**src/rtl/mmu_pkg.sv**
```systemverilog
// Shared types and sizing helpers for the MMU-side line fill path.
// The localparams give the default geometry; modules call the helpers with their own parameters.
package mmu_pkg;

    typedef enum logic [1:0] {
        IDLE    = 2'd0,
        FILL    = 2'd1,
        DELIVER = 2'd2
    } fill_state_t;

    function automatic int off_bits(input int words_per_line, input int word_w);
        return $clog2(words_per_line * word_w / 8);
    endfunction

    function automatic int cnt_bits(input int words_per_line);
        return $clog2(words_per_line);
    endfunction

    localparam int OFF   = off_bits(8, 32);
    localparam int CNT_W = cnt_bits(8);

endpackage

```
**src/rtl/mmu_line_fill_buffer.sv**
```systemverilog
// Single-line fill buffer: bursts sequential word reads from pmem, assembles one cache line,
// and hands it to the icache. Handshakes: a transfer happens on a clock edge where valid and ready are both high.
module mmu_line_fill_buffer
    import mmu_pkg::*;
#(
    parameter int WORD_W         = 32,
    parameter int WORDS_PER_LINE = 8,
    parameter int ADDR_W         = 32
) (
    input  logic                             clk,
    input  logic                             rst,
    input  logic                             req_valid,
    output logic                             req_ready,
    input  logic [ADDR_W-1:0]                req_addr,
    output logic                             pmem_read,
    output logic [ADDR_W-1:0]                pmem_addr,
    input  logic                             pmem_resp,
    input  logic [WORD_W-1:0]                pmem_rdata,
    output logic                             line_valid,
    input  logic                             line_ready,
    output logic [WORDS_PER_LINE*WORD_W-1:0] line_data,
    output logic [ADDR_W-1:0]                line_addr,
    output logic                             busy,
    output fill_state_t                      state
);

    localparam int LINE_OFF   = off_bits(WORDS_PER_LINE, WORD_W);
    localparam int LINE_CNT_W = cnt_bits(WORDS_PER_LINE);
    localparam int BYTE_SH    = $clog2(WORD_W / 8);

    localparam logic [ADDR_W-1:0]     LINE_MASK  = ~((ADDR_W'(1) << LINE_OFF) - ADDR_W'(1));
    localparam logic [LINE_CNT_W-1:0] LAST_WORD  = LINE_CNT_W'(WORDS_PER_LINE - 1);

    logic [LINE_CNT_W-1:0]                     count;
    logic [ADDR_W-1:0]                         base;
    logic [WORDS_PER_LINE-1:0][WORD_W-1:0]     line_buf;
    logic [ADDR_W-1:0]                         word_off;

    // base is line-aligned, so OR-ing in the word offset never carries out of the line.
    assign word_off  = ADDR_W'(count) << BYTE_SH;
    assign pmem_addr = (state == FILL) ? (base | word_off) : '0;
    assign line_data = line_buf;
    assign line_addr = base;

    always_ff @(posedge clk or posedge rst) begin
        if (rst) begin
            state      <= IDLE;
            count      <= '0;
            base       <= '0;
            line_buf   <= '0;
            req_ready  <= 1'b1;
            pmem_read  <= 1'b0;
            line_valid <= 1'b0;
            busy       <= 1'b0;
        end else begin
            case (state)
                IDLE: begin
                    if (req_valid) begin
                        base      <= req_addr & LINE_MASK;
                        count     <= '0;
                        state     <= FILL;
                        req_ready <= 1'b0;
                        pmem_read <= 1'b1;
                        busy      <= 1'b1;
                    end
                end
                FILL: begin
                    if (pmem_resp) begin
                        line_buf[count] <= pmem_rdata;
                        if (count == LAST_WORD) begin
                            count      <= '0;
                            state      <= DELIVER;
                            pmem_read  <= 1'b0;
                            line_valid <= 1'b1;
                        end else begin
                            count <= count + LINE_CNT_W'(1);
                        end
                    end
                end
                DELIVER: begin
                    // Returning to IDLE guarantees one ready cycle before the next acceptance.
                    if (line_ready) begin
                        state      <= IDLE;
                        line_valid <= 1'b0;
                        req_ready  <= 1'b1;
                        busy       <= 1'b0;
                    end
                end
                default: begin
                    state      <= IDLE;
                    count      <= '0;
                    req_ready  <= 1'b1;
                    pmem_read  <= 1'b0;
                    line_valid <= 1'b0;
                    busy       <= 1'b0;
                end
            endcase
        end
    end

endmodule

```
**config.mk**
```make
export PLATFORM = sky130hd
export DESIGN_NAME = mmu_line_fill_buffer
export DESIGN_NICKNAME = d
export VERILOG_FILES = /design/src/rtl/mmu_pkg.sv /design/src/rtl/mmu_line_fill_buffer.sv
export SDC_FILE = /design/constraint.sdc
export NUM_CORES = 1
export LEC_CHECK = 0
export CAP_MARGIN = 5
export CORE_MARGIN = 2
export CORE_UTILIZATION = 41
export CTS_CLUSTER_DIAMETER = 120
export CTS_CLUSTER_SIZE = 8
export DETAILED_ROUTE_END_ITERATION = 16
export PLACE_DENSITY = 0.76
export SKIP_CTS_REPAIR_TIMING = 1
export SLEW_MARGIN = 10
export SYNTH_ARGS = -nofsm -noshare
export SYNTH_HDL_FRONTEND = slang
export SYNTH_SLANG_ARGS = --single-unit
```
**constraint.sdc**
```tcl
create_clock -name clk -period 8.9 [get_ports clk]
set_clock_uncertainty 0.1 [all_clocks]
set_input_delay 1.335 -clock clk [delete_from_list [all_inputs] [get_ports clk]]
set_output_delay 1.335 -clock clk [all_outputs]
set_load 0.1 [all_outputs]
```
# Word level (Yosys, flattened, before mapping)
# Cells that the tools add are included.
[totals] reg_bits=292 output_inout_bits=326 wordCells=63
[op_classes] add_sub_neg=1 n_lt_le_gt_ge=2 n_eq_ne=7 n_mux=25 bitwise_logic=4 n_reduce_logical=9
[op_table] cell="bitwise mux 256 bit" count=1
[op_table] cell="demux 32 bit (select 3 bit)" count=1
[op_table] cell="two-way mux 32 bit" count=2
[op_table] cell="OR 32 x 5 -> 32 bit" count=1
[op_table] cell="one-hot mux 1 bit (3 select lines)" count=4
[op_table] cell="AND reduction 4 bit" count=3
[op_table] cell="two-way mux 3 bit" count=3
[op_table] cell="one-hot mux 3 bit (3 select lines)" count=1
[op_table] cell="two-way mux 1 bit" count=8
[op_table] cell="two-way mux 2 bit" count=4
[op_table] cell="!= test 2 bit, second input constant" count=3
[op_table] cell="one-hot mux 2 bit (3 select lines)" count=1
[op_table] cell="AND reduction 3 bit" count=2
[op_table] cell="less-than comparator 3 x 4 -> 1 bit, second input constant" count=1
[op_table] cell="AND reduction 2 bit" count=2
[op_table] cell="adder 3 x 1 -> 3 bit, second input constant" count=1
[op_table] cell="equality test 3 bit, second input constant" count=1
[op_table] cell=">= comparator 3 x 1 -> 1 bit, second input constant" count=1
[op_table] cell="NOT 1 bit" count=3
[op_table] cell="equality test 2 x 1 -> 1 bit, second input constant" count=1
[op_table] cell="equality test 2 bit, second input constant" count=1
[op_table] cell="zero test 2 bit" count=1
[op_table] cell="!= test 2 x 1 -> 1 bit, second input constant" count=1
[op_table] cell="logical AND 1 bit" count=1

# Logic depth before layout (Yosys ltp)
# Gate-level depths: netlist of run 1.
[depth] depth_word=5 depth_mapped=5

# Least setup slack after synthesis of run 1
# OpenSTA, ideal clock, no wires.
[synth_timing] path_type="reg2out" start="register state[1]" end="output port pmem_addr[4]" arrival_ns=2.550 required_time_ns=7.465 slack_ns=4.915 stages_incl_launch_ff=4 n_path_buf=1 path_cell_list="dfrtp_1 nand2b_1 buf_2 nor2_1"
[synth_between] elab_chain_cells=2
[synth_lines] element="from (decl)" line_no="mmu_line_fill_buffer.sv:24" source="output fill_state_t state"
[synth_lines] element="from (signal assigned)" line_no="mmu_line_fill_buffer.sv:47" source="state <= IDLE;"
[synth_lines] element="from (signal assigned)" line_no="mmu_line_fill_buffer.sv:61" source="state <= FILL;"
[synth_lines] element="from (signal assigned)" line_no="mmu_line_fill_buffer.sv:72" source="state <= DELIVER;"
[synth_lines] element="equality test 2 x 1 -> 1 bit" line_no="mmu_line_fill_buffer.sv:41" source="assign pmem_addr = (state == FILL) ? (base | word_off) : '0;"
[synth_lines] element="two-way mux 32 bit" line_no="mmu_line_fill_buffer.sv:41"
[synth_lines] element="to (decl)" line_no="mmu_line_fill_buffer.sv:16" source="output logic [ADDR_W-1:0] pmem_addr,"
# No other way between the ends.

# Worst setup path after layout of run 1
[layout_timing] start="register state[0]" end="output port pmem_addr[3]"
# Same word-level chain as after synthesis.

==> results of run 1 <==
==> critical path: stages, from the launching register on <==
cell,delay [ns]
dfrtp_1,0.56
and2b_1,0.77
and2_1,0.23
clkdlybuf4s50_1,1.16
==> worst min path at each step <==
stage                         startpoint              to
after global placement    line_data[189]  line_data[189]
final                     line_data[189]  line_data[189]
after CTS                 line_data[189]  line_data[189]
after detailed placement  line_data[189]  line_data[189]
after global routing      line_data[176]  line_data[176]
after floorplan                 count[1]        count[1]
==> logic make-up (layout without fill, tap and decap cells) <==
group / Yosys count / count (layout)
AO/OA/AOI/OAI: 9 / 9
adder cells (fa/ha/maj): 2 / 2
buffers and inverters: 45 / 445
flip-flops: 292 / 292
multiplexers: 286 / 286
other: 1 / 7
AND/OR/NAND/NOR: 57 / 57
==> sequential cells by signal, indices dropped and copies added, names as in the netlist <==
name / flops
busy: 1
pmem_read: 1
line_addr: 27
state: 2
count: 3
line_data: 256
line_valid: 1
req_ready: 1
==> layout make-up <==
type / instances / area share
Clock buffer: 43 / 0.0651
Clock inverter: 2 / 0.00235
Inverter: 5 / 0.00136
Multi-Input combinational cell: 361 / 0.226
Sequential cell: 292 / 0.442
Tap cell: 341 / 0.0258
Timing Repair Buffer: 395 / 0.238
==> cell usage in the layout (no fill, tap or decap) <==
cell             Yosys  final
clkdlybuf4s50_1      0    382
dfrtp_1            291    291
mux2_2             270    270
clkbuf_16            0     43
and2_1              28     28
mux2_1              15     15
buf_4               21     12
conb_1               1      7
nor2_1               7      5
nand2_1              5      5
inv_1                5      4
nand3b_1             4      4
nor3_4               1      3
nor3b_1              2      2
o22a_1               2      2
o21ai_0              2      2
o22ai_1              2      2
nor2_4               0      2
ha_1                 2      2
nor4_4               1      1
and2b_1              1      1
nand3_2              0      1
clkinvlp_4           0      1
nor2b_1              2      1
mux2i_1              1      1
a31oi_1              1      1
a21oi_1              1      1
nor2b_2              0      1
nand3_1              2      1
a21o_1               1      1
nor3_1               1      1
nand2b_1             1      1
inv_6                0      1
bufinv_16            0      1
buf_12               0      1
dfstp_2              1      1
==> per-layer routing <==
metal	share of wire	wire [um]	vias up
li1	-	-	3211
met4	0.035	1050	0
met2	0.47	14100	309
met1	0.40	12100	3689
met5	0	0	-
met3	0.090	2690	74
==> metrics by stage <==
stage | setup WS, ns | util | instances | hold WS (ns)
finish | 4.24 | 0.614 | 1439 | 0.385
global route | 4.03 | 0.614 | 1439 | 0.408
CTS | 4.19 | 0.614 | 1439 | 0.387
detailed placement | 4.73 | 0.572 | 1394 | 0.378
global placement | 4.78 | 0.572 | 1394 | 0.367
floorplan | 3.59 | - | 698 | 0.478
==> results.cfg, run 1 <==
[global_routing]
grt_max_degree = 157
grt_usage = 0.210
antenna_found_initial = 0
grtUsageMet3 = 0.0718
grt_pass1_wl_um = 46400
top_usage_layer = met2
grt_pass1_vias = 7912
grt_use_met2 = 0.339
use_met1 = 0.260
grt_remaining_overflow = 0

[placed_design]
place.gp.congestion = 0.767
port_buffers = 382
post_dp_cell_area_um2 = 15400
hpwl_um = 20100

[synthesis]
ys_top_cells_by_count = dfrtp_1, mux2_2, and2_1, buf_4, mux2_1
synth_top_family_by_area = multiplexers
async_reset_ff_frac = 1.00
netlist_instances = 692
avgSynthCellArea_um2 = 16.3
synth_top_cell_area_share = 0.646
yosysWarnings = 0
synth_cell_types = 32
muxShareOfSynthArea = 0.286
synth_most_common_cell = dfrtp_1
ys.flop_type = dfrtp_1
synth-simple-area-share = 0.0323
seq_area_frac_synth = 0.649
synth_enable_flop_cells = 0
synthTopCellsByArea = dfrtp_1, mux2_2, and2_1
synthXorXnorAreaFrac = 0
synthAdderAreaFrac = 0.00222
synth_largest_area_cell = dfrtp_1
synth_compound_area_frac = 0.00522
ys_seq_elements = 292
syn_area_um2 = 11300

[finish]
design_area_um2 = 16500
fin_nets = 1168
area_growth_pct = 46.8
drive_above_1_share = 0.308
fill_cells = 2018
multiInputGateArea_um2 = 3730
antennaDiodeCount = 0
seq_area_um2 = 7310

[floorplan]
start_util = 0.418
core_um2 = 27000
rows = 60
die_h_um = 170
ios = 395
design.die.area_um2 = 28800
fp.dieW_um = 170

[sta]
period_share = 0.524
setup_viol = 0
fmax_mhz = 214
drv_slew = 0
min_period_ns = 4.66
worst_pin_slew_ns = 1.08
hold_viol = 0
fin_tns_setup_ns = 0
rsz0062_at_grt = false
relSlewSlack = 0.276

[clock_tree]
insertion_delay_ns = 0.50
cts_sinks = 292
cts_buffer_depth = 3
tritoncts = built
h-tree-depth = 2
cts_root_buf = clkbuf_16
cts_buffers = 42
cts.clk_slew.worst_paths_ns = 0.05

[setup_path]
regToRegEndpoint = line_data[5]
rrSetupSlack_ns = 5.63
reg2regPathDepth = 4
endpoint_kind = output port
critical_path.startpoint = state[0]
cp-endpoint = pmem_addr[3]
crit_fanout = 32
critPathKind = reg -> out
arrival_ns = 3.23
cp.required_ns = 7.47
r2r-start = state[0]
startpoint_type = flop

[routing]
wire_per_inst_um = 20.8
vias = 7283
drc = 0
first_pass_iters = 4
drt-total-wl_um = 30000
ant_nets = 0
drt_iter0_drc = 270
via_per_inst = 5.06

[hold_path]
whs_path_depth = 1
hold_path_class = reg -> reg

[run]
max_cap_viol_count = 0

[run_status]
outcome = finished clean
Power of run 1 is not shown: default switching activity piles up to over one toggle a cycle in this logic, so the estimate is an artifact.
==> inputs of run 2 (changes only) <==
Clock period 8.9 ns to 4.1 ns, I/O delays scaled along.
==> run 2 against run 1 <==
Compared with the run above:
- global-route usage is 0.26 points higher
- register-to-register slack got worse by 4.2 ns
- hold slack got worse by 0.0050 ns
==> results.cfg, run 2 (synthesis gave the netlist of run 1 again) <==
[routing]
drc = 0
first_pass_iters = 4
vias = 7312
drt_iter0_drc = 324
ant_nets = 0
drt-total-wl_um = 30500
via_per_inst = 5.02
wire_per_inst_um = 20.9

[setup_path]
startpoint_type = flop
regToRegEndpoint = line_data[146]
crit_buf_inv = 1
crit_fanout = 12
cp.required_ns = 3.38
rrSetupSlack_ns = 1.47
r2r-start = state[0]
arrival_ns = 2.30
reg2regPathDepth = 4
cpMaxStageDelayCell = clkdlybuf4s50_1
critPathKind = reg -> out
crit_chain = clkdlybuf4s50_1
cpPeakStageDelay_ns = 1.24
path_delay_family = buffers and inverters
endpoint_kind = output port

[sta]
fmax_mhz = 331
hold_viol = 0
min_period_ns = 3.02
period_share = 0.737
rsz0062_at_grt = false
worst_pin_slew_ns = 1.06
drv_slew = 0
relSlewSlack = 0.289
setup_viol = 0
fin_ws_ns = 1.08

[hold_path]
hold_path.startpoint = line_data[223]
hold_path_class = reg -> reg
whs_path_depth = 1
whs_endpoint = line_data[223]

[global_routing]
grt_pass1_vias = 7868
grt_max_degree = 72
grt_pass1_wl_um = 47100
grt_remaining_overflow = 0
antenna_found_initial = 0
grt_usage = 0.212

[placed_design]
hpwl_um = 20900
port_buffers = 382
dp_cells = 1407
post-place-ws_ns = 0.824
place.gp.congestion = 0.756

[finish]
antennaDiodeCount = 0
drive_above_1_share = 0.341
fill_cells = 2031
mostFrequentLayoutCells = clkdlybuf4s50_1, dfrtp_1, mux2_2, buf_4, clkbuf_16
final_common_cell = clkdlybuf4s50_1
final_cells = 1458
multiInputGateArea_um2 = 3730
largest_register_ffs = 256
area_growth_pct = 47.6
fin_nets = 1181
seq_area_um2 = 7310

[floorplan]
fp.dieW_um = 170
core_um2 = 27000
die_h_um = 170
rows = 60
ios = 395
start_util = 0.418
design.die.area_um2 = 28800

[clock_tree]
cts_sinks = 292
tritoncts = built
insertion_delay_ns = 0.50
cts_buffers = 42
cts_root_buf = clkbuf_16
cts_buffer_depth = 3
cts.clk_slew.worst_paths_ns = 0.05
h-tree-depth = 2

[run]
max_cap_viol_count = 0

[run_status]
outcome = finished clean
## run 2: area by class of cell
class / instances / area share
clock inverter: 2 / 0.00233
tap: 341 / 0.0257
sequential: 292 / 0.439
timing repair buffer: 408 / 0.241
multi-input combinational: 361 / 0.224
clock buffer: 49 / 0.0661
inverter: 5 / 0.00135
## run 2: metal layers
layer,routed length [um],track usage,part of all wire
met1,12700,0.271,0.42
met2,14600,0.345,0.48
met3,2470,0.0693,0.081
met4,743,0.0639,0.024
met5,0,0.00348,0
## run 2: through the flow
stage          hold WS [ns]  TNS [ns]  area, um^2   util
3_5_place_dp          0.376         0       15500  0.575
4_1_cts               0.385         0       16600  0.617
2_1_floorplan         0.478   -142.40       11300      -
5_1_grt               0.393         0       16600  0.617
3_3_place_gp          0.367         0       15500  0.575
6_report              0.380         0       16600  0.617
## run 2: how the worst max path moves through the flow
stage | from | to | slack [ns] | cells past startpoint
floorplan | rst | busy | -0.49 | 1
global placement | pmem_resp | line_data[40] | 0.89 | 5
detailed placement | pmem_resp | line_data[41] | 0.82 | 5
CTS | state[0] | state[0] | 1.06 | 1
global route | state[0] | state[0] | 1.0 | 1
finish | state[0] | state[0] | 1.08 | 1
Power of run 2 is left out for the same reason.
